===== src/rtl/multi_timer.sv =====
// Multi-channel countdown timer: CHANNELS independent one-shot/periodic
// down-counters sharing one free-running prescaler tick, with sticky flags and irq.
package multi_timer_pkg;
  typedef struct packed {
    logic tick;  // shared prescaler tick
    logic ld;    // load write addressed to this channel
    logic cw;    // control write addressed to this channel
    logic clr;   // interrupt_clear level for this channel
  } ch_req_t;
endpackage

module multi_timer_ch #(
  parameter int BITS = 32
) (
  input  logic                    clk,
  input  logic                    nreset,
  input  multi_timer_pkg::ch_req_t req,
  input  logic [BITS-1:0]         wdata,
  output logic [BITS-1:0]         count,
  output logic                    intr,
  output logic                    enable,
  output logic                    periodic
);
  logic [BITS-1:0] reload;
  logic            done;
  logic            stop;
  logic            per_exp;
  logic            os_exp;
  logic            set;

  // Periodic expiry reloads on the tick that would reach 0, so the period is
  // exactly reload ticks and the counter never shows 0 while running.
  always_comb begin
    stop    = req.cw & wdata[2];
    per_exp = req.tick && (count == BITS'(1)) && periodic && (reload != '0);
    os_exp  = (count == '0) && !done;
    set     = (per_exp | os_exp) & ~stop;
  end

  always_ff @(posedge clk or negedge nreset) begin
    if (!nreset) begin
      count    <= '0;
      reload   <= '0;
      periodic <= 1'b0;
      enable   <= 1'b0;
      done     <= 1'b1;
      intr     <= 1'b0;
    end else begin
      if (req.cw) begin
        periodic <= wdata[0];
        enable   <= wdata[1];
      end
      if (req.ld) begin
        count  <= wdata;
        reload <= wdata;
        done   <= 1'b0;
        intr   <= 1'b0;
      end else begin
        if (stop) begin
          count <= '0;
          done  <= 1'b1;
        end else if (per_exp) begin
          count <= reload;
        end else if (req.tick && (count != '0)) begin
          count <= count - BITS'(1);
        end
        if (os_exp) done <= 1'b1;
        // a set wins over a coincident clear so no expiry is lost
        if (set)          intr <= 1'b1;
        else if (req.clr) intr <= 1'b0;
      end
    end
  end
endmodule

module multi_timer #(
  parameter int CHANNELS        = 4,
  parameter int CH_BITS         = 2,
  parameter int BITS            = 32,
  parameter int PRESCALER_BITS  = 5,
  parameter int PRESCALER_VALUE = 26
) (
  input  logic                clk,
  input  logic                nreset,
  input  logic                nwr,
  input  logic [CH_BITS-1:0]  channel,
  input  logic                reg_sel,
  input  logic [BITS-1:0]     wdata,
  output logic [BITS-1:0]     rdata,
  output logic [CHANNELS-1:0] interrupt,
  input  logic [CHANNELS-1:0] interrupt_clear,
  output logic                irq
);
  logic [PRESCALER_BITS-1:0]       prescaler;
  logic                            tick;
  logic [CHANNELS-1:0][BITS-1:0]   count;
  logic [CHANNELS-1:0]             enable;
  logic [CHANNELS-1:0]             periodic;

  // Prescaler is never disturbed by writes; load-to-first-tick latency varies.
  assign tick = (prescaler == PRESCALER_BITS'(PRESCALER_VALUE));

  always_ff @(posedge clk or negedge nreset) begin
    if (!nreset)   prescaler <= '0;
    else if (tick) prescaler <= '0;
    else           prescaler <= prescaler + PRESCALER_BITS'(1);
  end

  for (genvar g = 0; g < CHANNELS; g++) begin : g_ch
    multi_timer_pkg::ch_req_t req;
    logic sel;
    assign sel      = !nwr && (channel == CH_BITS'(g));
    assign req.tick = tick;
    assign req.ld   = sel && !reg_sel;
    assign req.cw   = sel && reg_sel;
    assign req.clr  = interrupt_clear[g];

    multi_timer_ch #(.BITS(BITS)) u_ch (
      .clk      (clk),
      .nreset   (nreset),
      .req      (req),
      .wdata    (wdata),
      .count    (count[g]),
      .intr     (interrupt[g]),
      .enable   (enable[g]),
      .periodic (periodic[g])
    );
  end

  // Unpopulated channel numbers match no lane and read back as 0.
  always_comb begin
    rdata = '0;
    for (int i = 0; i < CHANNELS; i++) begin
      if (channel == CH_BITS'(i))
        rdata = reg_sel ? {{(BITS-3){1'b0}}, interrupt[i], enable[i], periodic[i]}
                        : count[i];
    end
  end

  always_ff @(posedge clk or negedge nreset) begin
    if (!nreset) irq <= 1'b0;
    else         irq <= |(interrupt & enable);
  end
endmodule


===== config.mk =====
export PLATFORM = sky130hd
export DESIGN_NAME = multi_timer
export DESIGN_NICKNAME = d
export VERILOG_FILES = /design/src/rtl/multi_timer.sv
export SDC_FILE = /design/constraint.sdc
export NUM_CORES = 1
export LEC_CHECK = 0
export BUFFER_PORTS_ARGS = -buffer_cell sky130_fd_sc_hd__buf_2
export CELL_PAD_IN_SITES_DETAIL_PLACEMENT = 1
export CELL_PAD_IN_SITES_GLOBAL_PLACEMENT = 1
export CORE_UTILIZATION = 43
export CTS_CLUSTER_SIZE = 16
export DETAILED_ROUTE_END_ITERATION = 12
export PLACE_DENSITY = 0.88
export RECOVER_POWER = 100
export SLEW_MARGIN = 5
export SYNTH_ARGS = -nofsm -noshare
export SYNTH_HDL_FRONTEND = slang
export SYNTH_SLANG_ARGS = --single-unit
export TNS_END_PERCENT = 10

===== constraint.sdc =====
create_clock -name clk -period 2.9 [get_ports clk]
set_input_delay 0.29 -clock clk [delete_from_list [all_inputs] [get_ports clk]]
set_output_delay 0.29 -clock clk [all_outputs]
set_load 0.05 [all_outputs]

* Word-level counts from Yosys, hierarchy flattened *
Cells that the tools add are included.

storage, ports and cells
  register bits = 278
  input port bits = 42
  output and inout bits = 37
  word-level logic and storage cells = 169

cells by class
  add/sub/neg operators = 5
  equal/unequal tests = 8
  multiplexer cells = 49
  bitwise logic cells = 17
  reduce and logical (&&, ||, !) cells = 64

operators by type and width
  kind                     count
  $mux W32                 24
  $reduce_bool A32 Y1      8
  $eq A32 B1 Y1 const B    4
  $logic_not A32 Y1        4
  $sub A32 B1 Y32 const B  4
  $logic_and A1 B1 Y1      32
  $mux W1                  24
  $reduce_bool A3 Y1       8
  $reduce_bool A4 Y1       4
  $and A1 B1 Y1            8
  $logic_not A1 Y1         6
  $add A5 B1 Y5 const B    1
  $eq A5 B5 Y1 const B     1
  $mux W5                  1
  $and A4 B4 Y4            1
  $eq A2 B2 Y1 const B     2
  $not A1 Y1               4
  $or A1 B1 Y1             4
  $reduce_or A4 Y1         1
  $eq A2 B1 Y1 const B     1
  $logic_not A2 Y1         1

* Longest topological paths before layout *
  depth after elaboration = 8
  depth in mapped cells = 11
  mapped depth without buffers = 9

* By module *
From an unflattened synthesis, not the netlist that was laid out.

second synthesis, totals
  cells, all modules = 1888
  area total of the unflattened synthesis = 17430.5 um^2

modules (own cells, without submodules)
  module                             times used  cells each  area an instance (um^2)  sequential area each (um^2)
  multi_timer_ch (g_ch[1].u_ch ...)  3           445         4036.4                   1702.9
  multi_timer_ch (g_ch[0].u_ch)      1           436         3886.2                   1702.9
  multi_timer                        1           117         1435.1                   150.1

* Worst setup path before layout *
Ideal clock, no wire load.

  path type = input to output
  start = in channel[0]
  end = out rdata[15]
  data arrival time = 2.646 ns
  required time = 2.610 ns
  setup slack = -0.036 ns
  cell stages on the path = 5
  buffers on the path = 3
  path through = clkbuf_1 -> clkbuf_1 -> buf_1 -> mux4_2 -> nor2b_1

between the ends
  word-level cells in the longest chain between the ends = 5
  elaborated cells on any way between the ends = 8
  classes of those cells = eq/ne (3); mux (4); reduce/logical (1)

RTL lines
  element                 RTL line  source
  from (decl)             86        input logic [CH_BITS-1:0] channel,
  $logic_not A2 Y1        134       if (channel == CH_BITS'(i))
  $mux W32 (3 in series)  134
  $mux W32 *              134
  to (decl)               89        output logic [BITS-1:0] rdata,

Every way passes the cells marked *; elsewhere a longest branch is shown, timed or not.

* Final worst setup path *
  start = reg g_ch[3].u_ch.count[30]
  end = reg g_ch[3].u_ch.count[21]

between the ends
  word-level cells in the longest chain between the ends = 7
  elaborated cells on any way between the ends = 10
  classes of those cells = eq/ne (1); mux (3); reduce/logical (6)

RTL lines
  element                            RTL line  source
  from (decl)                        19        output logic [BITS-1:0] count,
  from (signal assigned)             54        count <= wdata;
  from (signal assigned)             63        count <= reload;
  from (signal assigned)             65        count <= count - BITS'(1);
  $eq A32 B1 Y1                      35        per_exp = req.tick && (count == BITS'(1)) && periodic && (reload != '0);
  $logic_and A1 B1 Y1 (3 in series)  35
  $mux W32                           62        end else if (per_exp) begin
  $mux W32                           59        if (stop) begin
  $mux W32                           53        if (req.ld) begin

Several ways; a longest one is shown, not always the timed one.
A chain may end at the register's enable or synchronous reset.

==> metrics <==
Syn Std Cell Area 16200 um^2; Sw Ratio 0.376; CTS tree built; max layer used met5; DRC Markers 0; EDFF count, synth 0; clk buf depth 3; DRT Wirelength 67.5 mm; max-slew violation count 131; WL met1 26.7 mm; setup bufs post-CTS 0; first-pass GRT wire length 104 mm; fin crit share 0.987; share of cells above drive strength 1 0.172; slew at the pin closest to its max-slew limit 1.58 ns; Layout area overhead 18.4%; Routed Antenna Nets 0; post-synthesis cell count 1888; wire length on met3 6.00 mm; Reg2Reg Depth 8; worst hold path type in2reg; register area share after synthesis 0.429; routed len/inst 26.3 um; worst vdd ir 0.424 mV; nature of the critical path startpoint register; unrepaired setup endpoints after global routing true; Clock Tree Root clkbuf_16; chip height 196 um; Crit path depth 8; Seq pwr share 0.407; number of setup violations in the final report 0; Max stage delay on crit path 0.60 ns; WS Path Type reg2reg; P_leak 0.00818 uW; Tmin final 2.86 ns; failing checks max-capacitance violations, max-slew violations; pin count of the biggest net entering global routing 99; num ports 79; Max Fclk 350 MHz; Die Wd 196 um; FF+latch count, synth 278; register area 6960 um^2; synth warn 0; synth unique cells 70; top_reg_cell synth dfrtp_1; Slowest cell on crit path or4_1; Clock Sinks 278; Die Footprint 38500 um^2; worst rel slew slack -0.0539; CP arrival 3.34 ns; most frequent cells in the layout nand2_1 (503), dfrtp_1 (274), nor2_1 (148); metal2 WL 30.9 mm; First DRT Iteration DRCs 1456; final core utilization 0.521; initial core utilization 0.440; Logic pwr share 0.300; core area 36900 um^2; syn_nets 1940; hpwl dp 49.8 mm; hold slack 0.0204 ns; PortBufs 78; Req. time, crit path 3.38 ns; Setup WS post-layout 0.0391 ns; cells along the critical path or4_1, nor3_1, nand4_1, or4_4, buf_4, mux2i_1, o21a_1, a21oi_1; CP Buf/Inv Count 1; Placement Rows 70; CP endpoint kind register; P_sw 5540 uW; Multi-input gate area 8780 um^2; post-place setup slack -0.0238 ns; gr ovfl total 0; vias in the first global route 17000; commonest non-fill, non-tap cell in the layout nand2_1; clk slew on worst S/H paths 0.06 ns; CP max FO 21; GPL Wtd Cong 0.962; DR vias 16400; Hold Path Stages 3; internal power 9200 uW; async set-or-reset flop fraction in the synthesized netlist 1.00; Fin. Hold Viols 0; clock buffer count from CTS 35; total track usage 0.358; Via-to-Cell Ratio 6.41; max cap viols 2; final net count 2089; Fill cells 4278; insertion delay to the later sink of the worst-skew pair 0.55 ns; power share of the clock group 0.293; H-tree Lvls 2; initial antenna violation count 4; cell area power density 767 nW/um^2; syn_area_per_cell 8.59 um^2; First-pass DRT Iterations 5; CP delay by family, top simple AND/OR/NAND/NOR gates; Clock Skew 0.0208 ns; status finished with violations
## per-stage QoR
stage          power (uW)  cells  setup TNS (ns)  cell area, um^2
2_1_floorplan        8330   1888          -0.328            16200
5_1_grt             15400   2562               0            19200
4_1_cts             14700   2562               0            19300
6_report            14700   2563               0            19200
3_5_place_dp        10300   2503         -0.0238            18200
3_3_place_gp        10000   2503        -0.00654            18200
## synthesized netlist by cell type (5+ instances only)
cell type  count  area share
a21oi_1       32      0.0099
nor4_1        69       0.027
o31ai_1       14      0.0065
a211oi_1       6      0.0028
buf_1         11      0.0025
nand3_1       37       0.011
buf_2          7      0.0022
nor3_1        50       0.015
nand2b_1       5      0.0019
o21ai_0       30      0.0093
nand4_1       22      0.0085
mux2i_1        5      0.0031
dfrtp_1      274        0.42
buf_4          6      0.0028
a31oi_1       96       0.037
or3_1         22      0.0085
nor2_1       148       0.034
xor2_1        22       0.012
nand2_1      504        0.12
ha_1          10      0.0077
or2_2          5      0.0019
inv_1         22      0.0051
xnor2_1       67       0.036
nor2b_1       32       0.012
a22oi_1       17      0.0079
a221o_1        6      0.0037
o211ai_1      91       0.042
mux4_2        35       0.049
mux2_2        12      0.0083
or4_1         26       0.012
and3_1         7      0.0027
clkbuf_1      99       0.023
nand3b_1       5      0.0023
o21ai_1       21      0.0065
a32o_1         5      0.0031
## kinds of logic after synthesis
family,share of synthesized area
xor gates and xnor gates,0.0480
muxes,0.0600
and+or+nand+nor,0.274
buffers and inverters,0.0369
DFF,0.429
AOI/OAI and AO/OA,0.145
adders and majority gates,0.00771
## cell type report
type / instances / share of cell area
timing repair buffer: 237 / 0.0864
antenna: 1 / 0.000130
multi-input combinational: 1463 / 0.457
sequential: 278 / 0.362
clock inverter: 11 / 0.00710
clock buffer: 47 / 0.0495
tap: 504 / 0.0328
inverter: 22 / 0.00430
## power by group through the flow
stage	clock [uW]	sequential (uW)	combinational [uW]
CTS	4380	5940	4370
global placement	0	5920	4100
floorplan	0	5560	2770
finish	4320	6010	4420
global route	4520	6080	4780
detailed placement	0	6000	4320
## final timing paths
kind | from | to | slack, ns
worst max-delay path | g_ch[3].u_ch.count[30] | g_ch[3].u_ch.count[21] | 0.04
worst min-delay path | interrupt_clear[2] | g_ch[2].u_ch.intr | 0.02
worst max register to register | g_ch[3].u_ch.count[30] | g_ch[3].u_ch.count[21] | 0.04
worst min register to register | prescaler[0] | prescaler[0] | 0.49
max in group asynchronous | nreset | g_ch[1].u_ch.count[2] | 0.29
min in group asynchronous | nreset | g_ch[2].u_ch.reload[10] | 0.69
## state kept, by name, summed over array words and instances (netlist names)
| signal | cells |
|---|---|
| g_ch.u_ch.done | 4 |
| g_ch.u_ch.count | 128 |
| prescaler | 5 |
| g_ch.u_ch.reload | 128 |
| irq | 1 |
| g_ch.u_ch.intr | 4 |
| g_ch.u_ch.periodic | 4 |
| g_ch.u_ch.enable | 4 |
## worst min-delay path, delay by kind of cell
| kind | cells | cell delay (ns) |
|---|---|---|
| buf+inv | 1 | 0.09 |
| simple gates | 2 | 0.15 |
## per-layer routing
| metal | vias to the layer above | global-route usage |
|---|---|---|
| li1 | 7079 | - |
| met1 | 8354 | 0.467 |
| met2 | 800 | 0.563 |
| met3 | 203 | 0.0679 |
| met4 | 2 | 0.192 |
| met5 | - | 0 |
## what timing repair did
| action | in CTS | in global routing |
|---|---|---|
| resized for setup | 2 | 9 |
| setup endpoints to repair | 16 | 42 |
| pin swaps | 0 | 1 |
| hold endpoints to repair | 92 | 0 |
| hold buffers | 1 | 0 |
Power figures use the tool's default switching activity.
